<file path="config.mk">
export PLATFORM = sky130hd
export DESIGN_NAME = axis_video_out_framer
export DESIGN_NICKNAME = d
export VERILOG_FILES = /design/src/rtl/axis_video_out_framer.sv
export SDC_FILE = /design/constraint.sdc
export NUM_CORES = 1
export LEC_CHECK = 0
export BUFFER_PORTS_ARGS = -buffer_cell sky130_fd_sc_hd__buf_2
export CELL_PAD_IN_SITES_DETAIL_PLACEMENT = 0
export CELL_PAD_IN_SITES_GLOBAL_PLACEMENT = 1
export CORE_MARGIN = 2
export CORE_UTILIZATION = 35
export CTS_CLUSTER_SIZE = 28
export DETAILED_ROUTE_END_ITERATION = 10
export GPL_TIMING_DRIVEN = 0
export PLACE_DENSITY = 0.78
export SLEW_MARGIN = 20
export SYNTH_ARGS = -nofsm -noshare
export SYNTH_HDL_FRONTEND = slang
export SYNTH_SLANG_ARGS = --single-unit
</file>
<file path="constraint.sdc">
create_clock -name i_clk -period 3.4 [get_ports i_clk]
set_clock_uncertainty 0.15 [all_clocks]
set_input_delay 0.68 -clock i_clk [delete_from_list [all_inputs] [get_ports i_clk]]
set_output_delay 0.68 -clock i_clk [all_outputs]
set_load 0.01 [all_outputs]
</file>
<file path="src/rtl/axis_video_out_framer.sv">
// AXI4-Stream video output framer: 2-entry skid re-timing, frame-boundary enable and frame counter.
// Optional geometry checker enabled by defining VIDEO_FRAMER_GEOM_CHECK_EN.
module axis_video_out_framer #(
  parameter int PIXEL_WIDTH = 24,
  parameter int H_ACTIVE    = 1280,
  parameter int V_ACTIVE    = 720,
  parameter int FCNT_WIDTH  = 16
) (
  input  logic                   i_clk,
  input  logic                   i_rstn,
  input  logic                   i_enable,
  input  logic [PIXEL_WIDTH-1:0] s_axis_tdata,
  input  logic                   s_axis_tvalid,
  output logic                   s_axis_tready,
  input  logic                   i_eol,
  input  logic                   i_eof,
  output logic [PIXEL_WIDTH-1:0] m_axis_tdata,
  output logic                   m_axis_tvalid,
  input  logic                   m_axis_tready,
  output logic                   m_axis_tlast,
  output logic                   m_axis_tuser,
  output logic                   o_busy,
  output logic [FCNT_WIDTH-1:0]  o_frame_cnt,
  input  logic                   i_err_clr,
  output logic                   o_err_line,
  output logic                   o_err_frame
);

  typedef enum logic [1:0] {S_IDLE, S_ACTIVE, S_DRAIN} state_t;

  // Stored beat layout: {tdata, eol, eof, sof}
  localparam int BW = PIXEL_WIDTH + 3;

  state_t               state, state_nxt;
  logic [BW-1:0]        out_q, out_nxt, skid_q, skid_nxt, in_beat;
  logic                 out_vld, out_vld_nxt, skid_vld, skid_vld_nxt;
  logic                 s_rdy, s_rdy_nxt, sof_pending;
  logic                 accept, out_fire, out_free;
  logic [FCNT_WIDTH-1:0] frame_cnt;

  assign accept   = s_axis_tvalid && s_rdy;
  assign out_fire = out_vld && m_axis_tready;
  assign out_free = !out_vld || m_axis_tready;
  assign in_beat  = {s_axis_tdata, i_eol, i_eof, sof_pending};

  always_ff @(posedge i_clk or negedge i_rstn) begin
    if (!i_rstn) state <= S_IDLE;
    else         state <= state_nxt;
  end

  // Disable only lands on a frame boundary; an EOF accept while disabled ends the run.
  always_comb begin
    state_nxt = state;
    case (state)
      S_IDLE:   if (i_enable && sof_pending) state_nxt = S_ACTIVE;
      S_ACTIVE: if (!i_enable) state_nxt = (accept && i_eof) ? S_IDLE : S_DRAIN;
      S_DRAIN: begin
        if (i_enable)              state_nxt = S_ACTIVE;
        else if (accept && i_eof)  state_nxt = S_IDLE;
      end
      default:  state_nxt = S_IDLE;
    endcase
  end

  // Skid is unloaded first; an accept never coincides with a full skid because ready is gated by it.
  always_comb begin
    out_vld_nxt  = out_vld;
    out_nxt      = out_q;
    skid_vld_nxt = skid_vld;
    skid_nxt     = skid_q;
    if (out_free) begin
      if (skid_vld) begin
        out_vld_nxt  = 1'b1;
        out_nxt      = skid_q;
        skid_vld_nxt = 1'b0;
      end else if (accept) begin
        out_vld_nxt = 1'b1;
        out_nxt     = in_beat;
      end else begin
        out_vld_nxt = 1'b0;
      end
    end else if (accept) begin
      skid_vld_nxt = 1'b1;
      skid_nxt     = in_beat;
    end
    s_rdy_nxt = !skid_vld_nxt && (state_nxt == S_ACTIVE || state_nxt == S_DRAIN);
  end

  always_ff @(posedge i_clk or negedge i_rstn) begin
    if (!i_rstn) begin
      out_vld     <= 1'b0;
      out_q       <= '0;
      skid_vld    <= 1'b0;
      skid_q      <= '0;
      s_rdy       <= 1'b0;
      sof_pending <= 1'b1;
      frame_cnt   <= '0;
    end else begin
      out_vld  <= out_vld_nxt;
      out_q    <= out_nxt;
      skid_vld <= skid_vld_nxt;
      skid_q   <= skid_nxt;
      s_rdy    <= s_rdy_nxt;
      if (accept)              sof_pending <= i_eof;
      if (out_fire && out_q[1]) frame_cnt  <= frame_cnt + 1'b1;
    end
  end

  assign s_axis_tready = s_rdy;
  assign m_axis_tvalid = out_vld;
  assign m_axis_tdata  = out_q[BW-1:3];
  assign m_axis_tlast  = out_q[2];
  assign m_axis_tuser  = out_q[0];
  assign o_frame_cnt   = frame_cnt;
  assign o_busy        = (state != S_IDLE) || out_vld || skid_vld;

`ifdef VIDEO_FRAMER_GEOM_CHECK_EN
  localparam int XW = (H_ACTIVE > 1) ? $clog2(H_ACTIVE) : 1;
  localparam int YW = (V_ACTIVE > 1) ? $clog2(V_ACTIVE) : 1;
  localparam logic [XW-1:0] X_LAST = XW'(H_ACTIVE - 1);
  localparam logic [YW-1:0] Y_LAST = YW'(V_ACTIVE - 1);

  logic [XW-1:0] pos_x;
  logic [YW-1:0] pos_y;
  logic          err_line, err_frame, line_bad, frame_bad;

  assign line_bad  = accept && (i_eol != (pos_x == X_LAST));
  assign frame_bad = accept && ((i_eof && pos_y != Y_LAST) ||
                                (i_eol && !i_eof && pos_y == Y_LAST));

  // Counters resync on the sideband so one bad line does not cascade; set beats clear.
  always_ff @(posedge i_clk or negedge i_rstn) begin
    if (!i_rstn) begin
      pos_x     <= '0;
      pos_y     <= '0;
      err_line  <= 1'b0;
      err_frame <= 1'b0;
    end else begin
      if (accept) begin
        if (i_eol) begin
          pos_x <= '0;
          pos_y <= (i_eof || pos_y == Y_LAST) ? '0 : pos_y + 1'b1;
        end else begin
          pos_x <= (pos_x == X_LAST) ? '0 : pos_x + 1'b1;
        end
      end
      if (line_bad)       err_line <= 1'b1;
      else if (i_err_clr) err_line <= 1'b0;
      if (frame_bad)      err_frame <= 1'b1;
      else if (i_err_clr) err_frame <= 1'b0;
    end
  end

  assign o_err_line  = err_line;
  assign o_err_frame = err_frame;
`else
  localparam int unused_geom_dims = H_ACTIVE + V_ACTIVE;
  logic unused_err_clr;
  assign unused_err_clr = i_err_clr;
  assign o_err_line     = 1'b0;
  assign o_err_frame    = 1'b0;
`endif

endmodule

</file>
==> out/qor.csv, run 1 <==
metric,value,unit
cts_root_buf,clkbuf_8,
diodes,0,
drtIter0Drc,66,
final_common_cell,buf_2,
post-route-period-util,0.713,
vias,2324,
ys_seq_area_frac,0.559,
ant_nets,0,
drc,0,
viasPerCell,4.57,
firstDrtPassIters,4,
tightest_slew,510,ps
clk_path_buf_depth,2,
async_reset_ff_frac,1.00,
muxShareOfSynthArea,0.172,
setup_viol,0,
antenna_found_initial,0,
synth_compound_area_frac,0.0459,
layout-drive-gt1-share,0.373,
hold_viol,0,
gp_congestion,0.735,
syn_to_final_growth,22.3,%
clk_latency,340,ps
crit_path_end_kind,output port,
period_minus_slack,2420,ps
yosys.area.top_type,dfrtp_1,
whs,137,ps
pin_count,79,
grt_max_degree,40,
post-cts-setup-buffer-count,0,
cts_buffers,9,
nNetsFinal,403,
grt_pass1_wl,11000,um
synthAdderAreaFrac,0.00367,
fmax,412,MHz
drv_slew,0,
final_cell_mix,"80 x buf_2, 75 x dfrtp_1, 32 x nor2_1",
die_w,103,um
hold_class,input pin to async pin,
die_h,103,um
r2r_end,out_q[25],
routed_wl,6960,um
leakage,1.94,nW
core-area,0.00959,sq mm
avgSynthCellArea,12.1,sq um
dp_hpwl,4940,um
cts_tree,done,
synth_cell_types,31,
synth_ff_type,dfrtp_1,
powerDensity,803,mW/mm^2
start_util,0.355,
worstReg2RegStart,s_axis_tready,
grt_setup_unrepaired,no,
grtUsageTotal,0.138,
slew_headroom,0.660,
ys_warn_count,0,
rows,36,
required,2570,ps
crit_arrival,1590,ps
irDropWorstVdd,333,uV
ctsResizeCount,0,
synth_top_family_by_area,multiplexers,
port_buffers,75,
path_class,flop to output port,
wl_per_cell,13.7,um
critPathLaunchType,flop,
p_total,0.00335,W
htreeDepth,3,
grt-ovfl-total,0,
netlist.area_leader.share,0.551,
clkTransAtPathRegs,80,ps
reg2reg_depth,4,
r2r_slack,1570,ps
synthXorXnorAreaFrac,0.0411,
status,"complete, no violations",
syn-cell-area,0.00341,sq mm
synth_enable_flop_cells,0,
place_area,0.00398,sq mm
grt_pass1_vias,2315,
tns,0,ps
setup_ws,975,ps
yosys.area_share.simple,0.101,
maxCapViolCount,0,
dieArea,0.0105,sq mm
synthCells,282,
netlist_top_cells_area,"dfrtp_1 55%, mux2i_1 7.9%, mux2_1 6.6%",
cp_max_fo,10,
cts.sinks,76,
post-place-ws,1150,ps
finish.instance_area,0.00417,sq mm
hold_buffers,0,
ys_ff_latch,76,
-- per-layer routing --
metal | routed length, um | track usage
met2 | 3270 | 0.221
met5 | 0 | 0
met3 | 398 | 0.0393
met1 | 3210 | 0.179
met4 | 81 | 0.0523
-- cells in the mapped netlist, types with 2 or more instances --
master	n
dfrtp_1	75
nor2_1	32
a21oi_1	28
mux2i_1	27
buf_4	26
mux2_1	20
xnor2_1	11
nand3_1	9
mux2_2	8
buf_2	6
nand2_1	5
xor2_1	5
and3_1	4
nor3_1	4
nand4_1	3
buf_6	2
clkbuf_1	2
inv_1	2
-- power by group --
part,total [W],internal (W),switching [W]
sequential,0.00151,0.00128,0.000234
clock,0.000671,0.000338,0.000333
combinational,0.00116,0.000612,0.000550
total,0.00335,0.00223,0.00112
-- stage by stage --
| stage | std cells | util |
|---|---|---|
| 4_1_cts | 508 | 0.434 |
| 6_report | 508 | 0.434 |
| 2_1_floorplan | 283 | - |
| 5_1_grt | 508 | 0.434 |
| 3_5_place_dp | 492 | 0.414 |
| 3_3_place_gp | 491 | 0.412 |
-- cells by family after synthesis --
logic type / count (synthesis)
multiplexers: 55
AND/OR/NAND/NOR: 65
adder cells (fa/ha/maj): 1
flip-flops: 76
XOR/XNOR: 16
other: 1
AO/OA/AOI/OAI: 30
buffers and inverters: 38
-- worst max path at each step --
stage,from,endpoint,depth (start not counted)
final,skid_vld,o_busy,3
after global placement,i_rstn,o_frame_cnt[6],1
after detailed placement,m_axis_tready,out_q[25],5
after floorplan,skid_vld,o_busy,2
after global routing,skid_vld,o_busy,3
after CTS,skid_vld,o_busy,3
-- state kept, by name, summed over array words and instances (netlist names) --
register and cells:
o_frame_cnt 16, m_axis_tvalid 1, sof_pending 1, skid_vld 1, state 2, out_q 27
s_axis_tready 1, skid_q 27
-- final cells by class --
| cell class | count | area, sq um |
|---|---|---|
| Buffer | 36 | 255 |
| Tap cell | 133 | 166 |
| Sequential cell | 76 | 1900 |
| Clock inverter | 6 | 65.1 |
| Timing Repair Buffer | 76 | 398 |
| Inverter | 2 | 7.51 |
| Fill cell | 936 | 5430 |
| Multi-Input combinational cell | 169 | 1240 |
| Clock buffer | 10 | 128 |
-- worst max-delay path, stage by stage, from the launching register on --
cell and delay, ps:
dfrtp_1 380, buf_2 220, or4_1 500, buf_2 150
Note: power is estimated with default switching activity, not from simulation.
==> run 2, diff against run 1 <==
--- a/config.mk
+++ b/config.mk
@@ -13,7 +13,7 @@
 export CTS_CLUSTER_SIZE = 28
 export DETAILED_ROUTE_END_ITERATION = 10
 export GPL_TIMING_DRIVEN = 0
-export PLACE_DENSITY = 0.78
+export PLACE_DENSITY = 0.8
 export SLEW_MARGIN = 20
 export SYNTH_ARGS = -nofsm -noshare
 export SYNTH_HDL_FRONTEND = slang
==> constraint.sdc (replaced) <==
create_clock -name i_clk -period 2.1 [get_ports i_clk]
set_clock_uncertainty 0.15 [all_clocks]
set_input_delay 0.42 -clock i_clk [delete_from_list [all_inputs] [get_ports i_clk]]
set_output_delay 0.42 -clock i_clk [all_outputs]
set_load 0.01 [all_outputs]
==> run 2 against run 1 <==
  * Die area is the same
  * Non-clock buffer count is 2 higher
  * Utilization rose by 0.70 points
  * Largest power group unchanged
  * Power is 67% higher
  * Highest routed layer unchanged
  * Worst hold slack worse by 22 ps
  * Cell count up 0.39%
==> out/qor.csv, run 2 (synthesis results as in run 1) <==
metric,value,unit
status,"complete, no violations",
maxCapViolCount,0,
final_common_cell,buf_2,
setup_viol,0,
hold_viol,0,
core-area,0.00959,sq mm
dieArea,0.0105,sq mm
fill_cells,944,
dp_hpwl,4950,um
routed_wl,6860,um
irDropWorstVdd,635,uV
fmax,495,MHz
crit_arrival,1450,ps
netSwitchingPower,0.00179,W
start_util,0.355,
grt-ovfl-total,0,
viasPerCell,4.49,
syn_to_final_growth,24.3,%
die_w,103,um
cts_tree,done,
drc,0,
whs,115,ps
crit_path_end_kind,output port,
drv_slew,0,
vias,2290,
gp_congestion,0.738,
clkTransAtPathRegs,70,ps
utilization,0.441,
powerDensity,1320,mW/mm^2
port_buffers,75,
ant_nets,0,
leakage,1.98,nW
period_minus_slack,2020,ps
die_h,103,um
clk_latency,340,ps
cts.sinks,76,
post-place-ws,164,ps
cts_root_buf,clkbuf_8,
required,1530,ps
grtUsageTotal,0.142,
hold_class,input pin to flop,
antenna_found_initial,0,
wl_per_cell,13.4,um
grt_pass1_vias,2327,
firstDrtPassIters,4,
intPower,0.00378,W
grt_max_degree,59,
power_frac_comb,0.339,
rows,36,
nNetsFinal,405,
diodes,0,
post-route-period-util,0.961,
grt_pass1_wl,11400,um
slew_headroom,0.646,
cts_buffers,9,
cp_max_fo,2,
critPathLaunchType,flop,
clk_path_buf_depth,2,
setup_ws,81.6,ps
htreeDepth,3,
grt_setup_unrepaired,no,
finish.instance_area,0.00424,sq mm
p_sw_frac,0.322,
tightest_slew,531,ps
seq_power_share,0.440,
path_class,flop to output port,
placedCellCount,492,
power_frac_clock,0.221,
pin_count,79,
final_cell_mix,"79 x buf_2, 75 x dfrtp_1, 32 x nor2_1",
place_area,0.00398,sq mm
drtIter0Drc,62,
layout-drive-gt1-share,0.379,
fin_cells,510,
## run 2: what timing repair did
| item | 4_1_cts | 5_1_grt |
|---|---|---|
| setup endpoints to repair | 1 | 1 |
| resized for setup | 2 | 1 |
| gates cloned | 0 | 0 |
| hold buffers | 1 | 0 |
| hold endpoints to repair | 17 | 0 |
| setup buffers | 0 | 1 |
## run 2: layer usage
layer	GRT usage	wire, um	up-vias
met2	0.224	3200	61
met4	0.0554	95	0
met3	0.0400	377	10
met5	0	0	-
li1	-	-	1118
met1	0.185	3180	1101
## run 2: worst paths after layout
| check | startpoint | endpoint | slack [ps] | cells after the start |
|---|---|---|---|---|
| max | skid_vld | o_busy | 80 | 3 |
| min | i_enable | state[1] | 120 | 2 |
| max reg2reg | m_axis_tvalid | out_q[8] | 280 | 4 |
| min reg2reg | o_frame_cnt[15] | o_frame_cnt[15] | 330 | 1 |
| max in group asynchronous | i_rstn | o_frame_cnt[1] | 870 | 3 |
| min in group asynchronous | i_rstn | skid_q[12] | 360 | 2 |
## run 2: critical path, cell delays in order, from the launching register on
cell	delay [ps]
dfrtp_1	390
buf_6	120
or4_4	450
buf_2	150
## run 2: power groups by stage
stage	logic [W]	clock network, W	registers, W
6_report	0.00189	0.00123	0.00245
5_1_grt	0.00214	0.00135	0.00253
4_1_cts	0.00192	0.00127	0.00246
3_5_place_dp	0.00191	0	0.00248
3_3_place_gp	0.00187	0	0.00244
2_1_floorplan	0.00130	0	0.00242
## run 2: area by class of cell
| type | instances | area (sq um) | share of cell area |
|---|---|---|---|
| well taps | 133 | 166 | 0.0393 |
| flip-flops and latches | 76 | 1900 | 0.449 |
| repair buffers | 78 | 423 | 0.0999 |
| plain buffers | 36 | 262 | 0.0617 |
| clock buffers | 10 | 138 | 0.0325 |
| multi-input cells | 169 | 1250 | 0.295 |
| clock inverters | 6 | 87.6 | 0.0207 |
| inverters | 2 | 7.51 | 0.00177 |
## run 2: metrics by stage
step | TNS [ps] | power, W
detailed placement | 0 | 0.00440
global placement | -2110 | 0.00431
CTS | 0 | 0.00565
finish | 0 | 0.00557
floorplan | 0 | 0.00372
global route | 0 | 0.00602
==> run 3, diff against run 2 <==
--- a/config.mk
+++ b/config.mk
@@ -8,6 +8,7 @@
 export BUFFER_PORTS_ARGS = -buffer_cell sky130_fd_sc_hd__buf_2
 export CELL_PAD_IN_SITES_DETAIL_PLACEMENT = 0
 export CELL_PAD_IN_SITES_GLOBAL_PLACEMENT = 1
+export CORE_ASPECT_RATIO = 1.75
 export CORE_MARGIN = 2
 export CORE_UTILIZATION = 35
 export CTS_CLUSTER_SIZE = 28
==> run 3 against run 2 <==
  * Worst setup slack lost 19 ps
  * Count of clock-buffer cells in the layout is 2 higher
  * Flip-flop and latch count stayed put
  * Sequential share of layout area fell by 0.56 points
  * Final area is 1.3% higher
  * First-iteration DRC count is 26% higher
  * Critical endpoint unchanged
  * Utilization increased by 1.2 points
  * Die area increased by 0.30%
  * Register-to-register slack gained 30 ps
  * Power rose by 3.7%
==> out/qor.csv, run 3 (synthesis results as in run 1) <==
metric,value,unit
post-place-ws,206,ps
firstDrtPassIters,4,
nNetsFinal,406,
die_w,78.6,um
r2r_slack,310,ps
grtUsageTotal,0.143,
final_cell_mix,"79 x buf_2, 75 x dfrtp_1, 32 x nor2_1",
dp_hpwl,5070,um
slowest_delay,470,ps
worstReg2RegStart,m_axis_tvalid,
viasPerCell,4.63,
maxCapViolCount,0,
r2r_end,out_q[12],
clk_latency,320,ps
start_util,0.360,
wl_met2,3700,um
path_cells,buf_6 -> or4_1 -> buf_2,
fmax,491,MHz
routed-wl-met3,311,um
grt_pass1_wl,11700,um
cts_tree,done,
p_total,0.00578,W
grt_setup_unrepaired,no,
grt_max_degree,52,
gp_congestion,0.723,
port_buffers,75,
pin_count,79,
hold_class,input pin to flop,
grt-ovfl-total,0,
status,"complete, no violations",
htreeDepth,3,
syn_to_final_growth,25.9,%
tightest_slew,529,ps
hold_viol,0,
setup_viol,0,
cts.sinks,76,
utilization,0.453,
ant_nets,0,
grt_pass1_vias,2377,
irDropWorstVdd,780,uV
diodes,0,
setup_ws,62.7,ps
wl_per_cell,13.8,um
min_delay_worst_endpoint,state[1],
drc,0,
routed_wl,6920,um
layout-drive-gt1-share,0.378,
final_common_cell,buf_2,
drtIter0Drc,78,
cts_root_buf,clkbuf_16,
top_layer_used,met4,
rows,47,
core-area,0.00947,sq mm
drt-met1-wl,2750,um
cp_max_fo,3,
cts_buffers,9,
holdPathStages,2,
crit_path_end_kind,output port,
drv_slew,0,
post-route-period-util,0.970,
reg2reg_depth,4,
clk_path_buf_depth,2,
crit_arrival,1470,ps
hp-start,i_enable,
powerDensity,1350,mW/mm^2
period_minus_slack,2040,ps
dieArea,0.0106,sq mm
slowest_stage,or4_1,
antenna_found_initial,0,
path_class,flop to output port,
vias,2314,
slew_headroom,0.647,
leakage,2.02,nW
clkTransAtPathRegs,50,ps
critPathLaunchType,flop,
die_h,135,um
required,1530,ps
## run 3: cell types whose count changed in the layout (fill, tap and decap cells not counted)
cell        previous run  this run
clkbuf_8              10         3
bufinv_16              2         0
clkbuf_16              0         9
clkinv_2               1         3
clkinvlp_4             3         1
or4_1                  0         1
or4_4                  1         0
buf_4                 28        29
## run 3: timing repair
item / 4_1_cts / 5_1_grt
hold endpoints to repair: 25 / 0
endpoints found under the setup margin: 1 / 1
setup buffers: 0 / 2
gates resized for setup: 2 / 0
hold buffers: 1 / 0
## run 3: worst max-delay path by stage
stage | from | end | slack, ps | depth (start not counted)
after global routing | skid_vld | o_busy | 10 | 3
after global placement | i_rstn | out_q[20] | -40 | 1
after CTS | skid_vld | o_busy | 20 | 3
final | skid_vld | o_busy | 60 | 3
after detailed placement | m_axis_tready | out_q[12] | 210 | 5
after floorplan | skid_vld | o_busy | 460 | 2
## run 3: critical path, delay by kind of cell (launching register included)
kind	cells	cell delay (ps)
buffers and inverters	2	280
flip-flops	1	390
AND/OR/NAND/NOR	1	470
## run 3: metrics by stage
| stage | instances | setup TNS (ps) | hold WS (ps) | cell area, sq um |
|---|---|---|---|---|
| 6_report | 500 | 0 | 127 | 4290 |
| 2_1_floorplan | 283 | 0 | -25.6 | 3410 |
| 5_1_grt | 500 | 0 | 115 | 4290 |
| 4_1_cts | 498 | 0 | 116 | 4270 |
| 3_5_place_dp | 481 | 0 | 208 | 3970 |
| 3_3_place_gp | 480 | -2480 | 309 | 3940 |
## run 3: area by class of cell
class,count,area [sq um]
Inverter,2,7.51
Timing Repair Buffer,79,430
Buffer,36,262
Fill cell,921,5180
Sequential cell,76,1900
Tap cell,122,153
Clock inverter,4,22.5
Multi-Input combinational cell,169,1240
Clock buffer,12,267
## run 3: where the power goes
group / total, W / switching (W) / leakage [nW] / internal, W
clock network: 0.00145 / 0.000557 / 0.144 / 0.000889
registers: 0.00245 / 0.000373 / 0.909 / 0.00208
logic: 0.00189 / 0.000883 / 0.966 / 0.00100
## run 3: metal layers
metal  vias to the layer above  GRT usage
met5                         -          0
met4                         0     0.0741
met3                        13     0.0328
met2                        53      0.241
met1                      1120      0.169
li1                       1128          -
